**config.mk**
```make
export PLATFORM = sky130hd
export DESIGN_NAME = fetch_decode
export DESIGN_NICKNAME = d
export VERILOG_FILES = /design/src/rtl/sisc_defs_pkg.sv /design/src/rtl/fetch_decode_br_cond.sv /design/src/rtl/fetch_decode.sv
export SDC_FILE = /design/constraint.sdc
export NUM_CORES = 1
export LEC_CHECK = 0
export CAP_MARGIN = 10
export CORE_ASPECT_RATIO = 0.7
export CORE_MARGIN = 10
export CORE_UTILIZATION = 46
export DETAILED_ROUTE_END_ITERATION = 10
export PLACE_DENSITY = 0.79
export SLEW_MARGIN = 20
export SYNTH_ARGS = -nofsm -noshare
export SYNTH_HDL_FRONTEND = slang
export SYNTH_SLANG_ARGS = --single-unit
```
**constraint.sdc**
```tcl
create_clock -name clk -period 2.97 [get_ports clk]
set_clock_uncertainty 0.15 [all_clocks]
set_input_delay 0.594 -clock clk [delete_from_list [all_inputs] [get_ports clk]]
set_output_delay 0.594 -clock clk [all_outputs]
set_load 0.005 [all_outputs]
```
**src/rtl/sisc_defs_pkg.sv**
```systemverilog
// Shared SISC definitions: opcode encodings, IR field layout and status bit order.
// Imported by fetch_decode and fetch_decode_br_cond (and reusable by ctrl).
package sisc_defs_pkg;

    localparam int unsigned OPC_W  = 4;
    localparam int unsigned IMM_W  = 16;
    localparam int unsigned STAT_W = 4;
    localparam int unsigned IR_W   = 32;

    // IR field bit positions (MSB of each field)
    localparam int unsigned OPC_MSB = 31;
    localparam int unsigned MM_MSB  = 27;
    localparam int unsigned RD_MSB  = 23;
    localparam int unsigned RS_MSB  = 19;
    localparam int unsigned RT_MSB  = 15;
    localparam int unsigned IMM_MSB = 15;

    // stat bit order {C,N,V,Z}
    localparam int unsigned STAT_C = 3;
    localparam int unsigned STAT_N = 2;
    localparam int unsigned STAT_V = 1;
    localparam int unsigned STAT_Z = 0;

    typedef enum logic [OPC_W-1:0] {
        OP_NOOP  = 4'h0,
        OP_ADD   = 4'h1,
        OP_SUB   = 4'h2,
        OP_LOGIC = 4'h3,
        OP_BRA   = 4'h4,
        OP_BRR   = 4'h5,
        OP_BNE   = 4'h6,
        OP_BNR   = 4'h7,
        OP_LOD   = 4'h8,
        OP_STR   = 4'h9,
        OP_SHIFT = 4'hA,
        OP_HLT   = 4'hF
    } opcode_e;

    // Instruction register layout; rt aliases imm[15:12]
    typedef struct packed {
        logic [OPC_W-1:0] opcode;
        logic [3:0]       mm;
        logic [3:0]       rd;
        logic [3:0]       rs;
        logic [IMM_W-1:0] imm;
    } ir_t;

    localparam logic [IR_W-1:0] HLT_WORD = {OP_HLT, 28'h000_0000};

    // Relative branches (BRR/BNR) add sext(imm) to pc; others load imm
    function automatic logic is_rel_branch(input logic [OPC_W-1:0] op);
        return (op == OP_BRR) || (op == OP_BNR);
    endfunction

endpackage

```
**src/rtl/fetch_decode_br_cond.sv**
```systemverilog
// Branch condition resolver (br_cond): combinational opcode/mm/stat -> br_taken.
// Ports: opcode, mm, stat in; br_taken out.
// t = (mm & stat) != 0; BRA/BRR take on t, BNE/BNR take on !t, all else never.
module fetch_decode_br_cond
    import sisc_defs_pkg::*;
(
    input  logic [OPC_W-1:0]  opcode,
    input  logic [3:0]        mm,
    input  logic [STAT_W-1:0] stat,
    output logic              br_taken
);

    logic t_c;

    assign t_c = |(mm & stat);

    always_comb begin
        br_taken = 1'b0;
        case (opcode)
            OP_BRA, OP_BRR: br_taken = t_c;
            OP_BNE, OP_BNR: br_taken = !t_c;
            default:        br_taken = 1'b0;
        endcase
    end

endmodule

```
**src/rtl/fetch_decode.sv**
```systemverilog
// SISC fetch/decode: holds PC, IR and stat; fetches from imem via req/ack;
// splits IR into fields; resolves and applies branch redirects.
// Ports: clk, rst_f (async active-low); fetch_go; imem_req/addr/ack/rdata;
//        pc_write; stat_en/stat_in; opcode/mm/rd/rs/rt/imm; stat; br_taken (comb);
//        pc; fetch_busy; fetch_err.
// Optional: FETCH_TIMEOUT_EN adds an ack-wait limit (TIMEOUT cycles) that loads
//           HLT and sets a sticky fetch_err; without it fetch_err is tied 0.
module fetch_decode
    import sisc_defs_pkg::*;
#(
    parameter int unsigned ADDR_W  = 16,
    parameter int unsigned INSTR_W = 32
`ifdef FETCH_TIMEOUT_EN
    ,
    parameter int unsigned TIMEOUT = 15
`endif
) (
    input  logic               clk,
    input  logic               rst_f,
    input  logic               fetch_go,
    output logic               imem_req,
    output logic [ADDR_W-1:0]  imem_addr,
    input  logic               imem_ack,
    input  logic [INSTR_W-1:0] imem_rdata,
    input  logic               pc_write,
    input  logic               stat_en,
    input  logic [STAT_W-1:0]  stat_in,
    output logic [OPC_W-1:0]   opcode,
    output logic [3:0]         mm,
    output logic [3:0]         rd,
    output logic [3:0]         rs,
    output logic [3:0]         rt,
    output logic [IMM_W-1:0]   imm,
    output logic [STAT_W-1:0]  stat,
    output logic               br_taken,
    output logic [ADDR_W-1:0]  pc,
    output logic               fetch_busy,
    output logic               fetch_err
);

    typedef enum logic {
        ST_IDLE = 1'b0,
        ST_REQ  = 1'b1
    } state_e;

    state_e              state_q, state_d;
    logic [ADDR_W-1:0]   pc_q, pc_d;
    ir_t                 ir_q, ir_d;
    logic [STAT_W-1:0]   stat_q, stat_d;

`ifdef FETCH_TIMEOUT_EN
    localparam int unsigned CNT_W = $clog2(TIMEOUT + 1);
    logic [CNT_W-1:0]    cnt_q, cnt_d;
    logic                err_q, err_d;
`endif

    fetch_decode_br_cond u_br_cond (
        .opcode   (ir_q.opcode),
        .mm       (ir_q.mm),
        .stat     (stat_q),
        .br_taken (br_taken)
    );

    // Next-state logic for FSM, PC, IR and stat
    always_comb begin
        state_d = state_q;
        pc_d    = pc_q;
        ir_d    = ir_q;
        stat_d  = stat_en ? stat_in : stat_q;
`ifdef FETCH_TIMEOUT_EN
        cnt_d   = cnt_q;
        err_d   = err_q;
`endif
        case (state_q)
            ST_IDLE: begin
                if (fetch_go) begin
                    state_d = ST_REQ;
`ifdef FETCH_TIMEOUT_EN
                    cnt_d   = '0;
`endif
                end
                // Branch sees the stat register value before any same-cycle stat_en load
                if (pc_write && br_taken) begin
                    if (is_rel_branch(ir_q.opcode))
                        pc_d = pc_q + ADDR_W'(signed'(ir_q.imm));
                    else
                        pc_d = ADDR_W'(ir_q.imm);
                end
            end
            ST_REQ: begin
                if (imem_ack) begin
                    ir_d    = ir_t'(32'(imem_rdata));
                    pc_d    = pc_q + ADDR_W'(1);
                    state_d = ST_IDLE;
                end
`ifdef FETCH_TIMEOUT_EN
                else if (cnt_q == CNT_W'(TIMEOUT - 1)) begin
                    ir_d    = ir_t'(HLT_WORD);
                    err_d   = 1'b1;
                    state_d = ST_IDLE;
                end else begin
                    cnt_d   = cnt_q + CNT_W'(1);
                end
`endif
            end
            default: state_d = ST_IDLE;
        endcase
    end

    // State registers
    always_ff @(posedge clk or negedge rst_f) begin
        if (!rst_f) begin
            state_q <= ST_IDLE;
            pc_q    <= '0;
            ir_q    <= '0;
            stat_q  <= '0;
`ifdef FETCH_TIMEOUT_EN
            cnt_q   <= '0;
            err_q   <= 1'b0;
`endif
        end else begin
            state_q <= state_d;
            pc_q    <= pc_d;
            ir_q    <= ir_d;
            stat_q  <= stat_d;
`ifdef FETCH_TIMEOUT_EN
            cnt_q   <= cnt_d;
            err_q   <= err_d;
`endif
        end
    end

    assign imem_req   = (state_q == ST_REQ);
    assign fetch_busy = (state_q == ST_REQ);
    assign imem_addr  = pc_q;
    assign pc         = pc_q;
    assign stat       = stat_q;
    assign opcode     = ir_q.opcode;
    assign mm         = ir_q.mm;
    assign rd         = ir_q.rd;
    assign rs         = ir_q.rs;
    assign rt         = ir_q.imm[IMM_W-1 -: 4];
    assign imm        = ir_q.imm;

`ifdef FETCH_TIMEOUT_EN
    assign fetch_err  = err_q;
`else
    assign fetch_err  = 1'b0;
`endif

endmodule

```
==> flow_metrics.env, run 1 <==
export IMPL_status="completed"
export IMPL_synth_seq_area_share_pct=39.4
export IMPL_firstDrtPassIters=4
export IMPL_cts_sinks=53
export IMPL_finalHoldViolCount=0
export IMPL_yosysWarnings=0
export IMPL_cts_tree="done"
export IMPL_final_common_cell="clkdlybuf4s50_1"
export IMPL_antenna_cells=0
export IMPL_syn_nets=404
export IMPL_async_flop_share_pct=100
export IMPL_grt_usage_pct=18.0
export IMPL_r2r_end="imem_addr[15]"
export IMPL_portBuffers=116
export IMPL_min_period_over_period_pct=93.9
export IMPL_path_clk_slew_ns=0.09
export IMPL_die_w_um=122
export IMPL_finalNetCount=512
export IMPL_routedWlPerCell_um=18.7
export IMPL_finalSetupViolations=0
export IMPL_syn_avg_cell_area_um2=9.76
export IMPL_hp_class="input port to async pin"
export IMPL_cp_max_fo=5
export IMPL_rows=25
export IMPL_syn_area_um2=3370
export IMPL_ff2ff_setup_slack_ns=0.18
export IMPL_critical_path_class="flop to flop"
export IMPL_max_freq_mhz=358
export IMPL_drc=0
export IMPL_drt_iter0_drc=216
export IMPL_num_vias=3034
export IMPL_yosys_register_bits=53
export IMPL_clock_tree_root_cell="clkbuf_8"
export IMPL_via_per_inst=5.56
export IMPL_p_leak_uw=0.00194
export IMPL_worst_ep_required_time_ns=3.00
export IMPL_maxCapViolations=0
export IMPL_powerDensity_nw_per_um2=931
export IMPL_critical_path_max_stage_delay_ns=0.44
export IMPL_synth_edff_count=0
export IMPL_yosysTopAreaCell="dfrtp_1"
export IMPL_utilization_pct=67.3
export IMPL_rr_startpoint="imm[1]"
export IMPL_worst_pin_slew_ns=0.634
export IMPL_coreArea_um2=6910
export IMPL_timing_final_ws_setup_ns=0.180
export IMPL_wl_mm=10.2
export IMPL_cts_buffer_depth=2
export IMPL_worstPathArrival_ns=2.82
export IMPL_hpwl_mm=8.30
export IMPL_fin_setup_tns_ns=0
export IMPL_slew_headroom_pct=57.7
export IMPL_critPathSlowestCell="dfrtp_1"
export IMPL_gp_congestion=0.938
export IMPL_clock_latency_ns=0.30
export IMPL_ctsHtreeMaxLevel=2
export IMPL_synth_area_top_cells="dfrtp_1 (39%), mux2_2 (13%), ha_1 (5.9%), buf_4 (5.1%), a21oi_1 (4.5%)"
export IMPL_die_h_um=91.6
export IMPL_worstSetupEndpointType="flop"
export IMPL_max_vdd_ir_drop_mv=0.419
export IMPL_synthFlopType="dfrtp_1"
export IMPL_crit_chain="ha_1 > a211oi_4 > o21ai_1 > a2111oi_2 > o31ai_1 > and3_1 > nor3_2 > xor2_1 > o221ai_1"
export IMPL_grt_overflow=0
export IMPL_grt_pass1_wl_mm=16.3
export IMPL_drive_gt1_share_pct=16.2
export IMPL_io_pins=118
export IMPL_cts_setup_buffers=0
export IMPL_start_util_pct=48.7
export IMPL_start_kind="flop"
export IMPL_cts_buffers=5
export IMPL_place_ws_ns=0.194
export IMPL_grt_max_degree=32
export IMPL_reg2reg_depth=9
export IMPL_rsz0062_at_grt="no"
export IMPL_area_growth_pct=38.1
export IMPL_ys_types=54
export IMPL_layout_common_cells="clkdlybuf4s50_1 (115), dfrtp_1 (53), mux2_2 (38)"
export IMPL_first_global_vias=2969
export IMPL_slew_viol_final=0
export IMPL_synth_top_area_share_pct=39.4
export IMPL_final_min_clock_period_ns=2.79
export IMPL_antenna_found_initial=0
export IMPL_die_area_um2=11200
export IMPL_syn_inst=345
export IMPL_drtAntennaViolNets=0
[cell families after synthesis]
group | count (synthesis) | share of synthesized area [%]
other | 1 | 0.111
and+or+nand+nor | 95 | 13.8
xor gates and xnor gates | 11 | 2.86
adders and majority gates | 17 | 6.54
AOI/OAI and AO/OA | 91 | 17.1
muxes | 40 | 13.3
buffers and inverters | 37 | 6.95
DFF | 53 | 39.4
[cells in the mapped netlist, types with 3 or more instances]
cell type	n
nand3b_1	3
nor3_1	5
and3_1	5
nand4_1	5
mux2_2	38
xnor2_1	5
nor2_1	19
a21oi_1	30
o22ai_1	5
nand3_1	11
buf_4	23
a21o_1	5
nand2_1	36
xor2_1	6
clkbuf_1	8
o21ai_1	7
o21ai_0	16
inv_1	4
dfrtp_1	53
ha_1	16
[state kept, by name (all words and copies together), names as in the netlist]
signal      cells
imem_addr      16
imm            16
mm              4
opcode          4
rd              4
rs              4
stat            4
fetch_busy      1
[worst max path at each step]
stage                  from            end  slack, ns  cells after the start
4_1_cts              imm[1]  imem_addr[15]       0.17                      9
2_1_floorplan  imem_addr[1]  imem_addr[15]       0.37                      9
3_5_place_dp         imm[1]  imem_addr[15]       0.19                      9
3_3_place_gp         imm[1]  imem_addr[15]       0.33                      9
5_1_grt              imm[1]  imem_addr[15]       0.01                      9
6_report             imm[1]  imem_addr[15]       0.18                      9
[critical path: cells and delay by family (launching register included)]
kind	cells	cell delay (ns)
flops	1	0.44
simple gates	2	0.37
xor+xnor	1	0.20
fa+ha+maj	1	0.34
compound gates	5	1.15
[through the flow]
| stage | instance area (um2) | instances | total power [uW] | hold slack, ns |
|---|---|---|---|---|
| 4_1_cts | 4640 | 546 | 4330 | 0.153 |
| 5_1_grt | 4650 | 546 | 4680 | 0.175 |
| 3_5_place_dp | 4570 | 540 | 3930 | 0.344 |
| 2_1_floorplan | 3370 | 345 | 2770 | 0.148 |
| 6_report | 4650 | 546 | 4330 | 0.150 |
| 3_3_place_gp | 4570 | 540 | 3840 | 0.335 |
[metal layers]
metal / global-route usage [%] / vias up / share of wire, %
li1: - / 1454 / -
met1: 24.6 / 1419 / 43
met2: 26.3 / 157 / 43
met3: 7.42 / 4 / 14
met4: 3.23 / 0 / 0.35
met5: 0 / - / 0
[power by group]
part           internal [uW]  switching [uW]  total (uW)  leakage (uW)
logic                   1470            1240        2710       0.00128
registers                946             285        1230      0.000614
clock network            156             229         385     0.0000399
[cell type report]
class	instances	area, um2
clock inverter	1	5.00
inverter	4	15.0
tap	94	118
sequential	53	1330
timing repair buffer	134	1300
multi-input combinational	255	1810
fill	564	2260
clock buffer	5	68.8
[repair_timing]
item,in CTS,in global routing
hold buffers,0,0
gates resized for setup,0,1
endpoints found under the setup margin,0,1
Note: power is estimated with default switching activity, not from simulation.
==> run 2: changes to the inputs <==
--- a/config.mk
+++ b/config.mk
@@ -12,4 +12,5 @@
 export DETAILED_ROUTE_END_ITERATION = 10
 export PLACE_DENSITY = 0.79
+export SKIP_CTS_REPAIR_TIMING = 1
 export SLEW_MARGIN = 20
 export SYNTH_ARGS = -nofsm -noshare
==> constraint.sdc (replaced) <==
create_clock -name clk -period 2.97 [get_ports clk]
set_clock_uncertainty 0.15 [all_clocks]
set_input_delay 0.7425 -clock clk [delete_from_list [all_inputs] [get_ports clk]]
set_output_delay 0.7425 -clock clk [all_outputs]
set_load 0.005 [all_outputs]
==> flow_metrics.env, run 2 (synthesis results as in run 1) <==
export IMPL_firstDrtPassIters=6
export IMPL_grt_max_degree=31
export IMPL_cts_buffer_depth=2
export IMPL_cts_tree="done"
export IMPL_clock_latency_ns=0.30
export IMPL_portBuffers=116
export IMPL_grt_usage_pct=17.6
export IMPL_die_area_um2=11200
export IMPL_hpwl_mm=8.13
export IMPL_finalHoldViolCount=0
export IMPL_hp_class="input port to async pin"
export IMPL_first_global_vias=2949
export IMPL_drtAntennaViolNets=0
export IMPL_maxCapViolations=0
export IMPL_final_common_cell="clkdlybuf4s50_1"
export IMPL_clock_tree_root_cell="clkbuf_8"
export IMPL_status="completed"
export IMPL_rsz0062_at_grt="no"
export IMPL_rows=25
export IMPL_slew_viol_final=0
export IMPL_wl_mm=10.2
export IMPL_start_kind="flop"
export IMPL_num_vias=3124
export IMPL_worstPathArrival_ns=1.97
export IMPL_drive_gt1_share_pct=16.8
export IMPL_slew_headroom_pct=60.7
export IMPL_io_pins=118
export IMPL_cp_max_fo=3
export IMPL_grt_pass1_wl_mm=16.2
export IMPL_antenna_cells=0
export IMPL_rr_startpoint="imem_addr[0]"
export IMPL_drt_iter0_drc=263
export IMPL_r2r_end="imem_addr[14]"
export IMPL_fin_setup_tns_ns=0
export IMPL_max_freq_mhz=350
export IMPL_grt_overflow=0
export IMPL_antenna_found_initial=0
export IMPL_min_period_over_period_pct=96.3
export IMPL_routedWlPerCell_um=18.6
export IMPL_powerDensity_nw_per_um2=932
export IMPL_finalNetCount=513
export IMPL_finalSetupViolations=0
export IMPL_ff2ff_setup_slack_ns=0.17
export IMPL_area_growth_pct=38.3
export IMPL_final_min_clock_period_ns=2.86
export IMPL_via_per_inst=5.71
export IMPL_reg2reg_depth=10
export IMPL_ctsHtreeMaxLevel=2
export IMPL_timing_final_ws_setup_ns=0.110
export IMPL_cts_sinks=53
export IMPL_gp_congestion=0.989
export IMPL_critical_path_class="flop to primary output"
export IMPL_die_h_um=91.6
export IMPL_cts_buffers=5
export IMPL_coreArea_um2=6910
export IMPL_worst_pin_slew_ns=0.589
export IMPL_die_w_um=122
export IMPL_place_ws_ns=0.198
export IMPL_start_util_pct=48.7
export IMPL_max_vdd_ir_drop_mv=0.406
export IMPL_worstSetupEndpointType="primary output"
export IMPL_worst_ep_required_time_ns=2.08
export IMPL_layout_common_cells="clkdlybuf4s50_1 (115), dfrtp_1 (52), mux2_2 (38)"
export IMPL_p_leak_uw=0.00194
export IMPL_drc=0
export IMPL_path_clk_slew_ns=0.09
[run 2: worst max-delay path by stage]
stage / start / cells after the start / end
finish: mm[2] / 4 / br_taken
detailed placement: imem_addr[0] / 10 / imem_addr[14]
floorplan: imem_addr[1] / 9 / imem_addr[15]
global placement: imem_addr[0] / 9 / imem_addr[15]
CTS: stat[3] / 4 / br_taken
global route: imem_addr[0] / 10 / imem_addr[14]
[run 2: where the power goes]
| part | total, uW | switching (uW) | internal [uW] |
|---|---|---|---|
| Sequential | 1240 | 287 | 948 |
| Combinational | 2720 | 1260 | 1460 |
| Clock | 380 | 224 | 156 |
| Total | 4340 | 1770 | 2570 |
[run 2: routing by layer]
| metal | GRT usage [%] | share of wire, % |
|---|---|---|
| met1 | 24.5 | 43 |
| met2 | 24.6 | 41 |
| met3 | 8.04 | 15 |
| met4 | 3.03 | 0.65 |
| met5 | 0 | 0 |
[run 2: stage by stage]
stage	utilization (%)	std cells	total power (uW)	hold slack [ns]	instance area [um2]
detailed placement	66.2	541	3930	0.344	4580
floorplan	-	345	2770	0.297	3370
finish	67.3	547	4340	0.289	4660
CTS	67.3	547	4330	0.295	4650
global placement	66.2	541	3850	0.335	4580
global route	67.3	547	4660	0.325	4660
[run 2: final cells by class]
cell class | instances | area, um2
repair buffers | 135 | 1310
clock inverters | 1 | 5.00
multi-input cells | 255 | 1810
clock buffers | 5 | 68.8
flip-flops and latches | 53 | 1330
well taps | 94 | 118
inverters | 4 | 15.0
fillers | 551 | 2260
[run 2: worst max-delay path, stage by stage, from the launching register on]
cell and delay, ns:
dfrtp_1 0.40, a22oi_1 0.26, a21boi_0 0.12, and4bb_2 0.35, clkdlybuf4s50_1 0.53
